## src/rtl/mem_port_arbiter_if.sv

```systemverilog
// -----------------------------------------------------------------------------
// mem_port_arbiter_if
//
// Purpose:
//   Bundles every bus signal around mem_port_arbiter. That covers the two
//   requester burst ports (p0_*, p1_*) and the single port toward the
//   SDRAM/SRAM controller (mem_*).
//
// Modports:
//   slave  - the arbiter's view. It reads the requester requests and the
//            controller responses, and drives the requester responses and
//            the controller request.
//   master - the surrounding system's view (requesters plus controller).
//            Every direction is the reverse of the slave modport.
//
// Signal summary (per requester port pX, X = 0/1):
//   pX_address  [31:0]  burst address          requester -> arbiter
//   pX_to_mem   [15:0]  write data             requester -> arbiter
//   pX_req              request level          requester -> arbiter
//   pX_wren             write burst when 1     requester -> arbiter
//   pX_from_mem [15:0]  read data              arbiter   -> requester
//   pX_ready            request accepted pulse arbiter   -> requester
//   pX_valid            beat strobe            arbiter   -> requester
//   pX_offset   [2:0]   beat index             arbiter   -> requester
// Controller side:
//   mem_address [31:0], mem_to_mem [15:0], mem_req, mem_wren  arbiter -> ctrl
//   mem_from_mem [15:0], mem_ready, mem_valid, mem_offset [2:0] ctrl -> arbiter
// -----------------------------------------------------------------------------
`default_nettype none

interface mem_port_arbiter_if;

    // Requester port 0
    logic [31:0] p0_address;
    logic [15:0] p0_to_mem;
    logic        p0_req;
    logic        p0_wren;
    logic [15:0] p0_from_mem;
    logic        p0_ready;
    logic        p0_valid;
    logic [2:0]  p0_offset;

    // Requester port 1
    logic [31:0] p1_address;
    logic [15:0] p1_to_mem;
    logic        p1_req;
    logic        p1_wren;
    logic [15:0] p1_from_mem;
    logic        p1_ready;
    logic        p1_valid;
    logic [2:0]  p1_offset;

    // Memory controller port
    logic [31:0] mem_address;
    logic [15:0] mem_to_mem;
    logic [15:0] mem_from_mem;
    logic        mem_req;
    logic        mem_wren;
    logic        mem_ready;
    logic        mem_valid;
    logic [2:0]  mem_offset;

    modport slave (
        input  p0_address, p0_to_mem, p0_req, p0_wren,
        output p0_from_mem, p0_ready, p0_valid, p0_offset,
        input  p1_address, p1_to_mem, p1_req, p1_wren,
        output p1_from_mem, p1_ready, p1_valid, p1_offset,
        output mem_address, mem_to_mem, mem_req, mem_wren,
        input  mem_from_mem, mem_ready, mem_valid, mem_offset
    );

    modport master (
        output p0_address, p0_to_mem, p0_req, p0_wren,
        input  p0_from_mem, p0_ready, p0_valid, p0_offset,
        output p1_address, p1_to_mem, p1_req, p1_wren,
        input  p1_from_mem, p1_ready, p1_valid, p1_offset,
        input  mem_address, mem_to_mem, mem_req, mem_wren,
        output mem_from_mem, mem_ready, mem_valid, mem_offset
    );

endinterface : mem_port_arbiter_if

`default_nettype wire

```

## src/rtl/mem_port_arbiter.sv

```systemverilog
// -----------------------------------------------------------------------------
// mem_port_arbiter
//
// Purpose:
//   Shares one burst memory port between two memory-mapped requesters, for
//   example a CPU-side bridge and a DMA/programmer-side bridge. A grant
//   covers a whole burst. It is held from request issue through the last
//   data beat, so the controller only ever sees one owner per burst.
//
// Arbitration:
//   Default build : round-robin. On a tie, the port that did not win last
//                   time gets the grant. After reset, port 0 wins the
//                   first tie.
//   MEM_ARB_PRIO0_EN defined : fixed priority. Port 0 wins every tie, and
//                   port 1 is only served when p0_req is low in the IDLE
//                   sample cycle. Everything else is identical.
//
// Timing:
//   IDLE  - sample both requests and register a one-hot grant. There is no
//           combinational path from a request to the grant.
//   ISSUE - present the owner's request to the controller. The owner's
//           ready is the controller's ready, in the same cycle. If the
//           owner withdraws its request first, the arbiter falls back to
//           IDLE without starting a burst.
//   BURST - forward beat strobes to the owner only, and count them. After
//           the BURST_LENGTH-th beat, the next cycle is IDLE.
//
// Parameters:
//   BURST_LENGTH  beats per burst, 1..8 (default 8)
//
// Ports:
//   clk    system clock
//   reset  asynchronous, active-high reset
//   bus    mem_port_arbiter_if.slave (requester ports + controller port)
//   grant  [1:0] one-hot current owner, 00 when idle
//   busy   high whenever the FSM is not in IDLE
// -----------------------------------------------------------------------------
`default_nettype none

module mem_port_arbiter #(
    parameter int unsigned BURST_LENGTH = 8
) (
    input  logic                     clk,
    input  logic                     reset,
    mem_port_arbiter_if.slave        bus,
    output logic [1:0]               grant,
    output logic                     busy
);

    // -------------------------------------------------------------------------
    // Elaboration-time parameter guard
    // -------------------------------------------------------------------------
    if (BURST_LENGTH < 1 || BURST_LENGTH > 8) begin : g_bad_burst_length
        $error("mem_port_arbiter: BURST_LENGTH must be in 1..8");
    end

    // The beat counter has one more bit than the 3-bit offset. That lets it
    // reach 8 without wrapping inside a burst.
    localparam logic [3:0] LP_BURST_LEN = 4'(BURST_LENGTH);

    typedef enum logic [1:0] {
        ST_IDLE  = 2'd0,
        ST_ISSUE = 2'd1,
        ST_BURST = 2'd2
    } state_t;

    // -------------------------------------------------------------------------
    // State
    // -------------------------------------------------------------------------
    state_t      r_state;
    logic [1:0]  r_grant;
    logic        r_busy;
    logic [3:0]  r_beat_cnt;
`ifndef MEM_ARB_PRIO0_EN
    logic        r_last_grant;   // 1 = port 1 owned the last completed issue
`endif

    // -------------------------------------------------------------------------
    // Decodes
    // -------------------------------------------------------------------------
    logic        w_issue;
    logic        w_burst;
    logic        w_own_req;
    logic        w_pick_p1;
    logic [3:0]  w_cnt_next;
    logic        w_last_beat;

    assign w_issue     = (r_state == ST_ISSUE);
    assign w_burst     = (r_state == ST_BURST);

    // The request of whichever port currently holds the grant.
    assign w_own_req   = (r_grant[0] & bus.p0_req) | (r_grant[1] & bus.p1_req);

    assign w_cnt_next  = r_beat_cnt + 4'd1;
    assign w_last_beat = bus.mem_valid && (w_cnt_next == LP_BURST_LEN);

    // Choose port 1 in IDLE. Port 0 is the fallback whenever any request
    // is present and this is low.
`ifdef MEM_ARB_PRIO0_EN
    assign w_pick_p1 = bus.p1_req & ~bus.p0_req;
`else
    assign w_pick_p1 = bus.p1_req & (~bus.p0_req | ~r_last_grant);
`endif

    // -------------------------------------------------------------------------
    // FSM: state, grant, busy and beat counter, all registered together
    // -------------------------------------------------------------------------
    // NOTE: sequential state uses non-blocking (<=) so every register samples
    // pre-edge values; blocking here would create order-dependent races.
    always_ff @(posedge clk or posedge reset) begin
        if (reset) begin
            r_state      <= ST_IDLE;
            r_grant      <= 2'b00;
            r_busy       <= 1'b0;
            r_beat_cnt   <= 4'd0;
`ifndef MEM_ARB_PRIO0_EN
            r_last_grant <= 1'b1;
`endif
        end else begin
            case (r_state)
                ST_IDLE: begin
                    if (bus.p0_req || bus.p1_req) begin
                        r_grant <= w_pick_p1 ? 2'b10 : 2'b01;
                        r_busy  <= 1'b1;
                        r_state <= ST_ISSUE;
                    end
                end

                ST_ISSUE: begin
                    if (!w_own_req) begin
                        // Requester flushed before acceptance. Nothing was
                        // issued, so fairness history is left untouched.
                        r_grant <= 2'b00;
                        r_busy  <= 1'b0;
                        r_state <= ST_IDLE;
                    end else if (bus.mem_ready) begin
                        r_beat_cnt   <= 4'd0;
`ifndef MEM_ARB_PRIO0_EN
                        r_last_grant <= r_grant[1];
`endif
                        r_state      <= ST_BURST;
                    end
                end

                ST_BURST: begin
                    if (bus.mem_valid) begin
                        r_beat_cnt <= w_cnt_next;
                    end
                    if (w_last_beat) begin
                        r_grant <= 2'b00;
                        r_busy  <= 1'b0;
                        r_state <= ST_IDLE;
                    end
                end

                default: begin
                    r_grant <= 2'b00;
                    r_busy  <= 1'b0;
                    r_state <= ST_IDLE;
                end
            endcase
        end
    end

    assign grant = r_grant;
    assign busy  = r_busy;

    // -------------------------------------------------------------------------
    // Port steering
    //   Address, write enable and write data follow the owner. They are held
    //   at zero while nobody owns the port. Write data is steered
    //   combinationally, so a requester popping its write buffer on pX_valid
    //   stays aligned with the controller consuming the beat.
    //   Strobes reach only the owner, and only in the state where they are
    //   meaningful. A stray mem_valid in IDLE/ISSUE is therefore dropped.
    // -------------------------------------------------------------------------
    // NOTE: every output gets a default before the case logic, so no path
    // leaves a signal unassigned and no latch is inferred.
    always_comb begin
        bus.mem_address = 32'd0;
        bus.mem_wren    = 1'b0;
        bus.mem_to_mem  = 16'd0;

        if (r_grant[0]) begin
            bus.mem_address = bus.p0_address;
            bus.mem_wren    = bus.p0_wren;
            bus.mem_to_mem  = bus.p0_to_mem;
        end else if (r_grant[1]) begin
            bus.mem_address = bus.p1_address;
            bus.mem_wren    = bus.p1_wren;
            bus.mem_to_mem  = bus.p1_to_mem;
        end

        bus.mem_req     = w_issue & w_own_req;

        bus.p0_ready    = w_issue & r_grant[0] & bus.mem_ready;
        bus.p1_ready    = w_issue & r_grant[1] & bus.mem_ready;

        bus.p0_valid    = w_burst & r_grant[0] & bus.mem_valid;
        bus.p1_valid    = w_burst & r_grant[1] & bus.mem_valid;

        bus.p0_offset   = bus.p0_valid ? bus.mem_offset : 3'd0;
        bus.p1_offset   = bus.p1_valid ? bus.mem_offset : 3'd0;

        // Read data goes to both ports. It is qualified by each port's own
        // valid, and it is quiet outside a burst.
        bus.p0_from_mem = w_burst ? bus.mem_from_mem : 16'd0;
        bus.p1_from_mem = w_burst ? bus.mem_from_mem : 16'd0;
    end

endmodule : mem_port_arbiter

`default_nettype wire

```

## src/flat_wrapper.sv

```systemverilog
// flat-port wrapper written by rule: the top's interface ports become plain ports
module mem_port_arbiter_flat 
#(
    parameter int unsigned BURST_LENGTH = 8
)
  (clk, reset, grant, busy, bus_p0_address, bus_p0_to_mem, bus_p0_req, bus_p0_wren, bus_p0_from_mem, bus_p0_ready, bus_p0_valid, bus_p0_offset, bus_p1_address, bus_p1_to_mem, bus_p1_req, bus_p1_wren, bus_p1_from_mem, bus_p1_ready, bus_p1_valid, bus_p1_offset, bus_mem_address, bus_mem_to_mem, bus_mem_req, bus_mem_wren, bus_mem_from_mem, bus_mem_ready, bus_mem_valid, bus_mem_offset);
  mem_port_arbiter_if bus_i ();
  input  logic clk;
  input  logic reset;
  output logic [1:0] grant;
  output logic busy;
  input wire logic [$bits(bus_i.p0_address)-1:0] bus_p0_address;
  input wire logic [$bits(bus_i.p0_to_mem)-1:0] bus_p0_to_mem;
  input wire logic [$bits(bus_i.p0_req)-1:0] bus_p0_req;
  input wire logic [$bits(bus_i.p0_wren)-1:0] bus_p0_wren;
  output wire logic [$bits(bus_i.p0_from_mem)-1:0] bus_p0_from_mem;
  output wire logic [$bits(bus_i.p0_ready)-1:0] bus_p0_ready;
  output wire logic [$bits(bus_i.p0_valid)-1:0] bus_p0_valid;
  output wire logic [$bits(bus_i.p0_offset)-1:0] bus_p0_offset;
  input wire logic [$bits(bus_i.p1_address)-1:0] bus_p1_address;
  input wire logic [$bits(bus_i.p1_to_mem)-1:0] bus_p1_to_mem;
  input wire logic [$bits(bus_i.p1_req)-1:0] bus_p1_req;
  input wire logic [$bits(bus_i.p1_wren)-1:0] bus_p1_wren;
  output wire logic [$bits(bus_i.p1_from_mem)-1:0] bus_p1_from_mem;
  output wire logic [$bits(bus_i.p1_ready)-1:0] bus_p1_ready;
  output wire logic [$bits(bus_i.p1_valid)-1:0] bus_p1_valid;
  output wire logic [$bits(bus_i.p1_offset)-1:0] bus_p1_offset;
  output wire logic [$bits(bus_i.mem_address)-1:0] bus_mem_address;
  output wire logic [$bits(bus_i.mem_to_mem)-1:0] bus_mem_to_mem;
  output wire logic [$bits(bus_i.mem_req)-1:0] bus_mem_req;
  output wire logic [$bits(bus_i.mem_wren)-1:0] bus_mem_wren;
  input wire logic [$bits(bus_i.mem_from_mem)-1:0] bus_mem_from_mem;
  input wire logic [$bits(bus_i.mem_ready)-1:0] bus_mem_ready;
  input wire logic [$bits(bus_i.mem_valid)-1:0] bus_mem_valid;
  input wire logic [$bits(bus_i.mem_offset)-1:0] bus_mem_offset;
  assign bus_i.p0_address = bus_p0_address;
  assign bus_i.p0_to_mem = bus_p0_to_mem;
  assign bus_i.p0_req = bus_p0_req;
  assign bus_i.p0_wren = bus_p0_wren;
  assign bus_p0_from_mem = bus_i.p0_from_mem;
  assign bus_p0_ready = bus_i.p0_ready;
  assign bus_p0_valid = bus_i.p0_valid;
  assign bus_p0_offset = bus_i.p0_offset;
  assign bus_i.p1_address = bus_p1_address;
  assign bus_i.p1_to_mem = bus_p1_to_mem;
  assign bus_i.p1_req = bus_p1_req;
  assign bus_i.p1_wren = bus_p1_wren;
  assign bus_p1_from_mem = bus_i.p1_from_mem;
  assign bus_p1_ready = bus_i.p1_ready;
  assign bus_p1_valid = bus_i.p1_valid;
  assign bus_p1_offset = bus_i.p1_offset;
  assign bus_mem_address = bus_i.mem_address;
  assign bus_mem_to_mem = bus_i.mem_to_mem;
  assign bus_mem_req = bus_i.mem_req;
  assign bus_mem_wren = bus_i.mem_wren;
  assign bus_i.mem_from_mem = bus_mem_from_mem;
  assign bus_i.mem_ready = bus_mem_ready;
  assign bus_i.mem_valid = bus_mem_valid;
  assign bus_i.mem_offset = bus_mem_offset;
  mem_port_arbiter #(.BURST_LENGTH(BURST_LENGTH)) u_core (.clk(clk), .reset(reset), .bus(bus_i), .grant(grant), .busy(busy));
endmodule
```

## config.mk

```make
export PLATFORM = sky130hd
export DESIGN_NAME = mem_port_arbiter_flat
export DESIGN_NICKNAME = d
export VERILOG_FILES = /design/src/rtl/mem_port_arbiter_if.sv /design/src/rtl/mem_port_arbiter.sv /design/src/flat_wrapper.sv
export SDC_FILE = /design/constraint.sdc
export NUM_CORES = 1
export LEC_CHECK = 0
export ABC_AREA = 0
export CORE_ASPECT_RATIO = 1.2
export CORE_MARGIN = 2
export CORE_UTILIZATION = 20
export CTS_BUF_LIST = sky130_fd_sc_hd__clkbuf_2
export CTS_CLUSTER_SIZE = 40
export DETAILED_ROUTE_END_ITERATION = 16
export PLACE_DENSITY = 0.78
export SLEW_MARGIN = 20
export SYNTH_ARGS = -nofsm -noshare
export SYNTH_HDL_FRONTEND = slang
export SYNTH_SLANG_ARGS = --single-unit
export TNS_END_PERCENT = 50
```

## constraint.sdc

```tcl
create_clock -name clk -period 1.5 [get_ports clk]
set_clock_uncertainty 0.15 [all_clocks]
set_input_delay 0.3 -clock clk [delete_from_list [all_inputs] [get_ports clk]]
set_output_delay 0.3 -clock clk [all_outputs]
set_load 0.005 [all_outputs]
```

# Word level (Yosys, flattened, before mapping)

Index checks and enable logic that the tools add are counted.

Bits in registers: 10
Latch bits: 0
Bits in writable memories: 0
Memory bits (read-only): 0
Input bits: 123
Output and inout port bits: 95
Memories: 0

$add $sub $neg: 1
Multipliers: 0
Div/mod/pow operators: 0
$lt $le $gt $ge: 0
Equality and inequality tests: 10
Shift-type cells: 0
Mux-type cells: 26
Bitwise gates (word level): 16
Reductions and logical operators: 8

Operator list:

| cell                                                   | count |
|---|---|
| two-way mux 32 bit                                     | 2 |
| two-way mux 16 bit                                     | 3 |
| two-way mux 2 bit                                      | 7 |
| AND 1 bit                                              | 12 |
| two-way mux 4 bit                                      | 3 |
| case mux 2 bit (3 select lines)                        | 2 |
| inequality test 2 bit (second input constant)          | 5 |
| AND reduction 3 bit                                    | 3 |
| case mux 4 bit (2 select lines)                        | 1 |
| two-way mux 3 bit                                      | 2 |
| two-way mux 1 bit                                      | 5 |
| adder 4 x 1 -> 4 bit (second input constant)           | 1 |
| == test 4 bit (second input constant)                  | 1 |
| AND reduction 4 bit                                    | 1 |
| inequality test 3 bit (second input constant)          | 1 |
| case mux 1 bit (3 select lines)                        | 1 |
| == test 2 x 1 -> 1 bit (second input constant)         | 1 |
| == test 2 bit (second input constant)                  | 1 |
| logical NOT 2 bit                                      | 1 |
| inequality test 2 x 1 -> 1 bit (second input constant) | 1 |
| inverter 1 bit                                         | 2 |
| bitwise OR 1 bit                                       | 2 |
| nonzero test 2 bit                                     | 1 |
| logical AND 1 bit                                      | 1 |
| logical OR 1 bit                                       | 1 |

# Logic depth before layout (Yosys ltp)

Gate-level depths: netlist (run 1).

Word-level depth: 6
Gate-level depth with buffers: 5
Depth with buffers taken out: 5

# Least setup slack after synthesis (run 1)

No wires, ideal clock.

Path type: register to output
From: register u_core.r_grant[0] (netlist: u_core.grant[0])
To: output port bus_mem_address[25]
Arrival: 1178 ps
Path slack: -128 ps
Cell stages (with the launch flop): 6
Path through: dfrtp_1 -> buf_6 -> nor2_1 -> buf_2 -> buf_2 -> a22o_1

Cells in the longest elaborated chain, start to end: 1

RTL lines:

| element                | line                    | RTL |
|---|---|---|
| start, declared        | mem_port_arbiter.sv:71  | `logic [1:0] r_grant;` |
| start signal, assigned | mem_port_arbiter.sv:123 | `r_grant <= w_pick_p1 ? 2'b10 : 2'b01;` |
| two-way mux 32 bit     | mem_port_arbiter.sv:184 | `if (r_grant[0]) begin` |
| end, declared          | flat_wrapper.sv:28      | `output wire logic [$bits(bus_i.mem_address)-1:0] bus_mem_address;` |

Every way passes these cells.

# Worst setup path after layout (run 1)

From: register u_core.r_state[0]
To: output port bus_p1_offset[2]

Cells in the longest elaborated chain, start to end: 4

RTL lines:

| element                | line                    | RTL |
|---|---|---|
| start, declared        | mem_port_arbiter.sv:70  | `state_t r_state;` |
| start signal, assigned | mem_port_arbiter.sv:112 | `r_state <= ST_IDLE;` |
| start signal, assigned | mem_port_arbiter.sv:125 | `r_state <= ST_ISSUE;` |
| start signal, assigned | mem_port_arbiter.sv:135 | `r_state <= ST_IDLE;` |
| == test 2 bit          | mem_port_arbiter.sv:89  | `assign w_burst = (r_state == ST_BURST);` |
| AND 1 bit (2 in a row) | mem_port_arbiter.sv:200 | `bus.p1_valid = w_burst & r_grant[1] & bus.mem_valid;` |
| two-way mux 3 bit      | mem_port_arbiter.sv:203 | `bus.p1_offset = bus.p1_valid ? bus.mem_offset : 3'd0;` |
| end, declared          | flat_wrapper.sv:27      | `output wire logic [$bits(bus_i.p1_offset)-1:0] bus_p1_offset;` |

Every way passes these cells.

==> results.json, run 1 <==
{
  "status": "complete, but fails checks",
  "violations": "negative setup slack",
  "ys_seq_area_share_pct": 18.9,
  "dp_hpwl_um": 6600,
  "fin_ws_ps": -483,
  "cts_made_buffers": 3,
  "clock_path_buffers": 2,
  "slew_headroom_pct": 70.2,
  "power_density_nw_per_um2": 1530,
  "via_per_inst": 4.71,
  "drc_errors": 0,
  "via_count": 2367,
  "finalMaxSlewViolations": 0,
  "power.internal_mw": 3.90,
  "numClockSinks": 10,
  "required_ps": 1050,
  "met1_usage_pct": 22.2,
  "drive_gt1_share_pct": 45.0,
  "ir_drop_v": 0.000784,
  "grt_pass1_vias": 2451,
  "synth_nets": 289,
  "regArea_sq_um": 253,
  "fin_crit_ps": 1980,
  "drt_iter0_drc": 53,
  "die_h_um": 93.4,
  "route.detailed.wl_per_inst_um": 17.7,
  "cts_root_buffer": "clkbuf_2",
  "antenna_found_initial": 2,
  "synth.distinct_cells": 32,
  "insertedDiodeCount": 0,
  "grt_pass1_wl_um": 12500,
  "gp_congestion": 0.822,
  "start_kind": "register",
  "hold_slack_ps": 191,
  "cellLeakagePower_nw": 1.99,
  "drt_pass1_iterations": 4,
  "cap_viol_max_count": 0,
  "grtUsageMet2_pct": 43.0,
  "layout_commonest_cell": "clkdlybuf4s50_1",
  "fin_total_pwr_mw": 6.20,
  "path_class": "register to output pin",
  "gr-total-overflow": 0,
  "globalRoute.busiestLayer": "met2",
  "insertion_delay_ps": 260,
  "synthCells": 164,
  "rsz0062_at_grt": "yes",
  "final-setup-viol-count": 103,
  "seq_power_share_pct": 8.0,
  "routed_wl_um": 8890,
  "grt_max_degree": 16,
  "row_count": 32,
  "syn_area_sq_um": 1330,
  "clkTransAtPathRegs_ps": 120,
  "track_usage_pct": 22.3,
  "fin_crit_sh_pct": 132,
  "clkPwrFrac_pct": 2.7,
  "ys.warnings.count": 0,
  "nets": 544,
  "fmax_ghz": 0.504,
  "fillers": 550,
  "initial_utilization_pct": 20.7,
  "core_area_sq_um": 6450,
  "worst_pin_slew_ps": 447,
  "ys_ff_latch": 10,
  "gr-usage-met3_pct": 7.14,
  "mostFrequentLayoutCells": "clkdlybuf4s50_1, a22o_1, buf_2",
  "postSynthAreaPerCell_sq_um": 8.12,
  "htreeDepth": 1,
  "ant_nets": 0,
  "dieArea_sq_um": 7330,
  "end_kind": "output pin",
  "switchingPower_mw": 2.30,
  "crit_arrival_ps": 1530,
  "hold_violations": 0,
  "power_frac_comb_pct": 89.3,
  "die_w_um": 78.5,
  "critPathMaxFanout": 6,
  "hold_path_class": "input port to async pin",
  "cts_tree": "built",
  "pin_count": 218,
  "synthToLayoutAreaGrowth_pct": 203,
  "portBuffers": 217,
  "switching_share_pct": 37.1,
  "multi_input_area_sq_um": 988
}
routing by layer:
layer | vias up | wire (um) | part of all wire (%)
met5 | - | 24 | 0.27
met4 | 4 | 162 | 1.8
met3 | 16 | 972 | 11
met2 | 159 | 4640 | 52
met1 | 1083 | 3090 | 35
li1 | 1105 | - | -
logic make-up (layout without fill, tap and decap cells):
logic type	Yosys count	in the layout	synth area share, %
buffers and inverters	35	289	15.3
AO/OA/AOI/OAI	67	67	40.8
multiplexers	1	1	0.752
adder cells (fa/ha/maj)	2	2	1.88
AND/OR/NAND/NOR	47	47	21.1
XOR/XNOR	2	2	1.32
flip-flops	10	10	18.9
per-stage QoR:
step | setup TNS, ps | util, % | setup slack (ps) | cell area [sq um] | instances
after floorplan | -3080 | - | -64.7 | 1350 | 164
after global placement | -39340 | 57.0 | -661 | 3680 | 463
after detailed placement | -41120 | 57.0 | -666 | 3680 | 463
after CTS | -45390 | 60.9 | -751 | 3920 | 491
after global routing | -42210 | 62.7 | -552 | 4040 | 503
final | -35430 | 62.7 | -483 | 4040 | 503
what timing repair did:
| action | 4_1_cts | 5_1_grt |
|---|---|---|
| setup endpoints to repair | 104 | 103 |
| gates resized for setup | 325 | 86 |
| gates cloned | 5 | 2 |
| hold buffers | 0 | 0 |
| pin swaps | 23 | 9 |
| buffers inserted | 19 | 15 |
path summary, 6_finish.rpt:
kind	startpoint	end	slack, ps	depth (start not counted)
worst max-delay path	u_core.r_state[0]	bus_p1_offset[2]	-480	6
worst min register to register	u_core.r_last_grant	u_core.r_last_grant	350	2
min in group clk	u_core.r_last_grant	u_core.r_last_grant	350	2
worst max register to register	u_core.grant[0]	u_core.grant[0]	-340	6
worst min-delay path	reset	u_core.r_beat_cnt[0]	190	2
max in group asynchronous	reset	u_core.r_last_grant	650	2
synth_stat cells:
master / number / area share [%]
a211o_1: 1 / 0.66
a211oi_2: 1 / 0.94
a21boi_0: 1 / 0.56
a21o_1: 1 / 0.56
a21oi_1: 3 / 1.1
a22o_1: 49 / 32
a311oi_1: 1 / 0.66
a31oi_1: 2 / 0.94
and2_1: 23 / 11
and3_1: 5 / 2.3
buf_2: 4 / 1.5
buf_4: 16 / 9.0
buf_6: 1 / 0.85
clkbuf_1: 8 / 2.3
dfrtp_1: 9 / 17
dfstp_2: 1 / 2.0
ha_1: 2 / 1.9
inv_1: 6 / 1.7
mux2i_1: 1 / 0.75
nand2_1: 7 / 2.0
nand2b_1: 4 / 1.9
nand3_1: 1 / 0.38
nand3b_1: 1 / 0.56
nor2_1: 2 / 0.56
nor2b_1: 1 / 0.47
nor2b_4: 1 / 1.0
nor3_1: 1 / 0.38
o21ai_0: 5 / 1.9
o21ai_1: 2 / 0.75
o22ai_1: 1 / 0.47
or3b_1: 1 / 0.66
xnor2_1: 2 / 1.3
flip-flops by register name, summed over array words and instances, names as in the netlist:
name	count
u_core.busy	1
u_core.grant	2
u_core.r_state	2
u_core.r_last_grant	1
u_core.r_beat_cnt	4
worst max-delay path, cell delays in order, from the launching register on:
cell     delay, ps
dfrtp_1        440
nor2b_4        230
and3_4         220
buf_6           90
buf_6           80
and2_4         120
buf_6           80
power by group through the flow:
stage	clock [mW]	combinational, mW	sequential (mW)
after floorplan	0	1.81	0.484
after global placement	0	4.41	0.478
after detailed placement	0	4.47	0.486
after CTS	0.174	5.24	0.481
after global routing	0.180	5.88	0.506
final	0.169	5.53	0.496
area by class of cell:
| type | count | area share, % |
|---|---|---|
| timing repair buffer | 279 | 65.6 |
| inverter | 6 | 0.558 |
| multi-input combinational | 119 | 24.5 |
| clock buffer | 4 | 0.496 |
| sequential | 10 | 6.26 |
| tap | 85 | 2.63 |
Note: power is estimated with default switching activity, not from simulation.
==> inputs of run 2 (changes only) <==
Settings changed: TNS_END_PERCENT 50 to not set.
==> run 2 against run 1 <==
Compared with the run above: the run still ends with negative setup slack left; highest routed layer is now met4; global-route usage is 0.48 points higher; count of clock-buffer cells in the layout is 1 lower; worst setup slack worse by 61 ps; hold slack worse by 2.5 ps; wire length is 0.71% lower.
==> results.json, run 2 (synthesized netlist as in run 1, its figures left out) <==
{
  "cts_made_buffers": 3,
  "cts_root_buffer": "clkbuf_2",
  "drt_pass1_iterations": 4,
  "insertedDiodeCount": 0,
  "rsz0062_at_grt": "yes",
  "switching_share_pct": 35.8,
  "route.detailed.wl_per_inst_um": 17.2,
  "hold_buffers": 0,
  "synthToLayoutAreaGrowth_pct": 220,
  "htreeDepth": 1,
  "grt_max_degree": 13,
  "worst-path-buf-inv": 4,
  "drc_errors": 0,
  "violations": "negative setup slack",
  "crit_arrival_ps": 1590,
  "cts_tree": "built",
  "hold_violations": 0,
  "fin_crit_sh_pct": 136,
  "core_area_sq_um": 6450,
  "antenna_found_initial": 0,
  "cp_cell_sequence": "buf_4 -> buf_6 -> bufbuf_16 -> a22o_1 -> buf_2",
  "worst_pin_slew_ps": 420,
  "insertion_delay_ps": 260,
  "row_count": 32,
  "largest_reg_flops": 4,
  "clkPwrFrac_pct": 2.3,
  "track_usage_pct": 22.8,
  "regMostFlops": "u_core.r_beat_cnt",
  "fillers": 563,
  "finalMaxSlewViolations": 0,
  "portBuffers": 217,
  "layout_commonest_cell": "clkdlybuf4s50_1",
  "numClockSinks": 10,
  "path_class": "register to output pin",
  "start_kind": "register",
  "status": "complete, but fails checks",
  "cellLeakagePower_nw": 2.05,
  "fmax_ghz": 0.489,
  "hold_path_class": "input port to async pin",
  "required_ps": 1050,
  "fin_cells": 513,
  "fin_ws_ps": -543,
  "gp_congestion": 0.783,
  "grt_pass1_wl_um": 13100,
  "via_count": 2388,
  "final-setup-viol-count": 103,
  "fin_total_pwr_mw": 6.76,
  "drive_gt1_share_pct": 49.3,
  "nets": 554,
  "power.internal_mw": 4.34,
  "cap_viol_max_count": 0,
  "die_h_um": 93.4,
  "slew_headroom_pct": 72.0,
  "die_w_um": 78.5,
  "critPathMaxFanout": 11,
  "placed_area_sq_um": 3680,
  "design_area_sq_um": 4260,
  "switchingPower_mw": 2.42,
  "mostFrequentLayoutCells": "clkdlybuf4s50_1, buf_6, buf_2",
  "dieArea_sq_um": 7330,
  "cp_slowest_cell": "dfrtp_2",
  "fin_util_pct": 66.1,
  "routed_wl_um": 8820,
  "gr-total-overflow": 0,
  "via_per_inst": 4.65,
  "seq_power_share_pct": 6.9,
  "fin_crit_ps": 2040,
  "drt_iter0_drc": 51,
  "ir_drop_v": 0.000741,
  "ant_nets": 0,
  "end_kind": "output pin",
  "power_frac_comb_pct": 90.7,
  "place_inst": 464,
  "clock_path_buffers": 2,
  "dp_hpwl_um": 6190,
  "power_density_nw_per_um2": 1590,
  "clkTransAtPathRegs_ps": 120,
  "pin_count": 218,
  "critical_path.top_delay_family": "buffers and inverters",
  "cpPeakStageDelay_ps": 440,
  "initial_utilization_pct": 20.7,
  "grt_pass1_vias": 2493
}
run 2: worst reg2reg max path, stage by stage (launching register included):
cell	delay, ps
dfrtp_1	420
buf_4	140
buf_6	110
buf_6	120
a22o_1	230
buf_6	130
a21o_1	170
a211oi_2	280
o22ai_1	140
run 2: per-layer routing:
layer | wire (um) | part of all wire, % | global-route usage (%) | vias up
met1 | 3120 | 35 | 23.9 | 1085
met3 | 900 | 10 | 6.18 | 12
met4 | 146 | 1.7 | 6.58 | 0
met2 | 4660 | 53 | 43.8 | 162
met5 | 0 | 0 | 0 | -
li1 | - | - | - | 1129
run 2: cell type report:
type                    instances  area [sq um]  share of cell area [%]
clock buffers                   3          15.0                   0.352
clock inverters                 1          3.75                  0.0881
inverters                       6          22.5                   0.528
multi-input cells             119          1020                    23.8
flip-flops and latches         10           254                    5.96
well taps                      85           106                    2.49
repair buffers                289          2850                    66.7
run 2: worst paths after layout:
check	depth (start not counted)	startpoint	slack [ps]	to
worst max-delay path	5	u_core.grant[0]	-540	bus_mem_address[7]
worst min-delay path	2	reset	190	u_core.r_state[1]
worst max register to register	8	u_core.grant[1]	-520	u_core.grant[0]
worst min register to register	2	u_core.r_last_grant	340	u_core.r_last_grant
max in group asynchronous	2	reset	690	u_core.r_last_grant
min in group clk	2	u_core.r_last_grant	340	u_core.r_last_grant
run 2: power by group through the flow:
stage | Sequential [mW] | Clock [mW] | Combinational [mW]
3_3_place_gp | 0.462 | 0 | 4.43
5_1_grt | 0.486 | 0.170 | 6.48
3_5_place_dp | 0.470 | 0 | 4.49
2_1_floorplan | 0.484 | 0 | 1.81
4_1_cts | 0.464 | 0.157 | 5.96
6_report | 0.469 | 0.158 | 6.13
run 2: timing repair:
action / in CTS / in global routing
pin swaps: 37 / 14
cloned: 8 / 0
gates resized for setup: 478 / 12
endpoints found under the setup margin: 103 / 104
setup buffers: 33 / 9
run 2: per-stage QoR:
stage | setup TNS [ps] | hold WS, ps | setup slack [ps]
4_1_cts | -40300 | 211 | -559
3_5_place_dp | -40680 | 330 | -640
3_3_place_gp | -38900 | 318 | -619
2_1_floorplan | -2440 | -10.6 | -64.7
5_1_grt | -47820 | 242 | -611
6_report | -41780 | 188 | -543
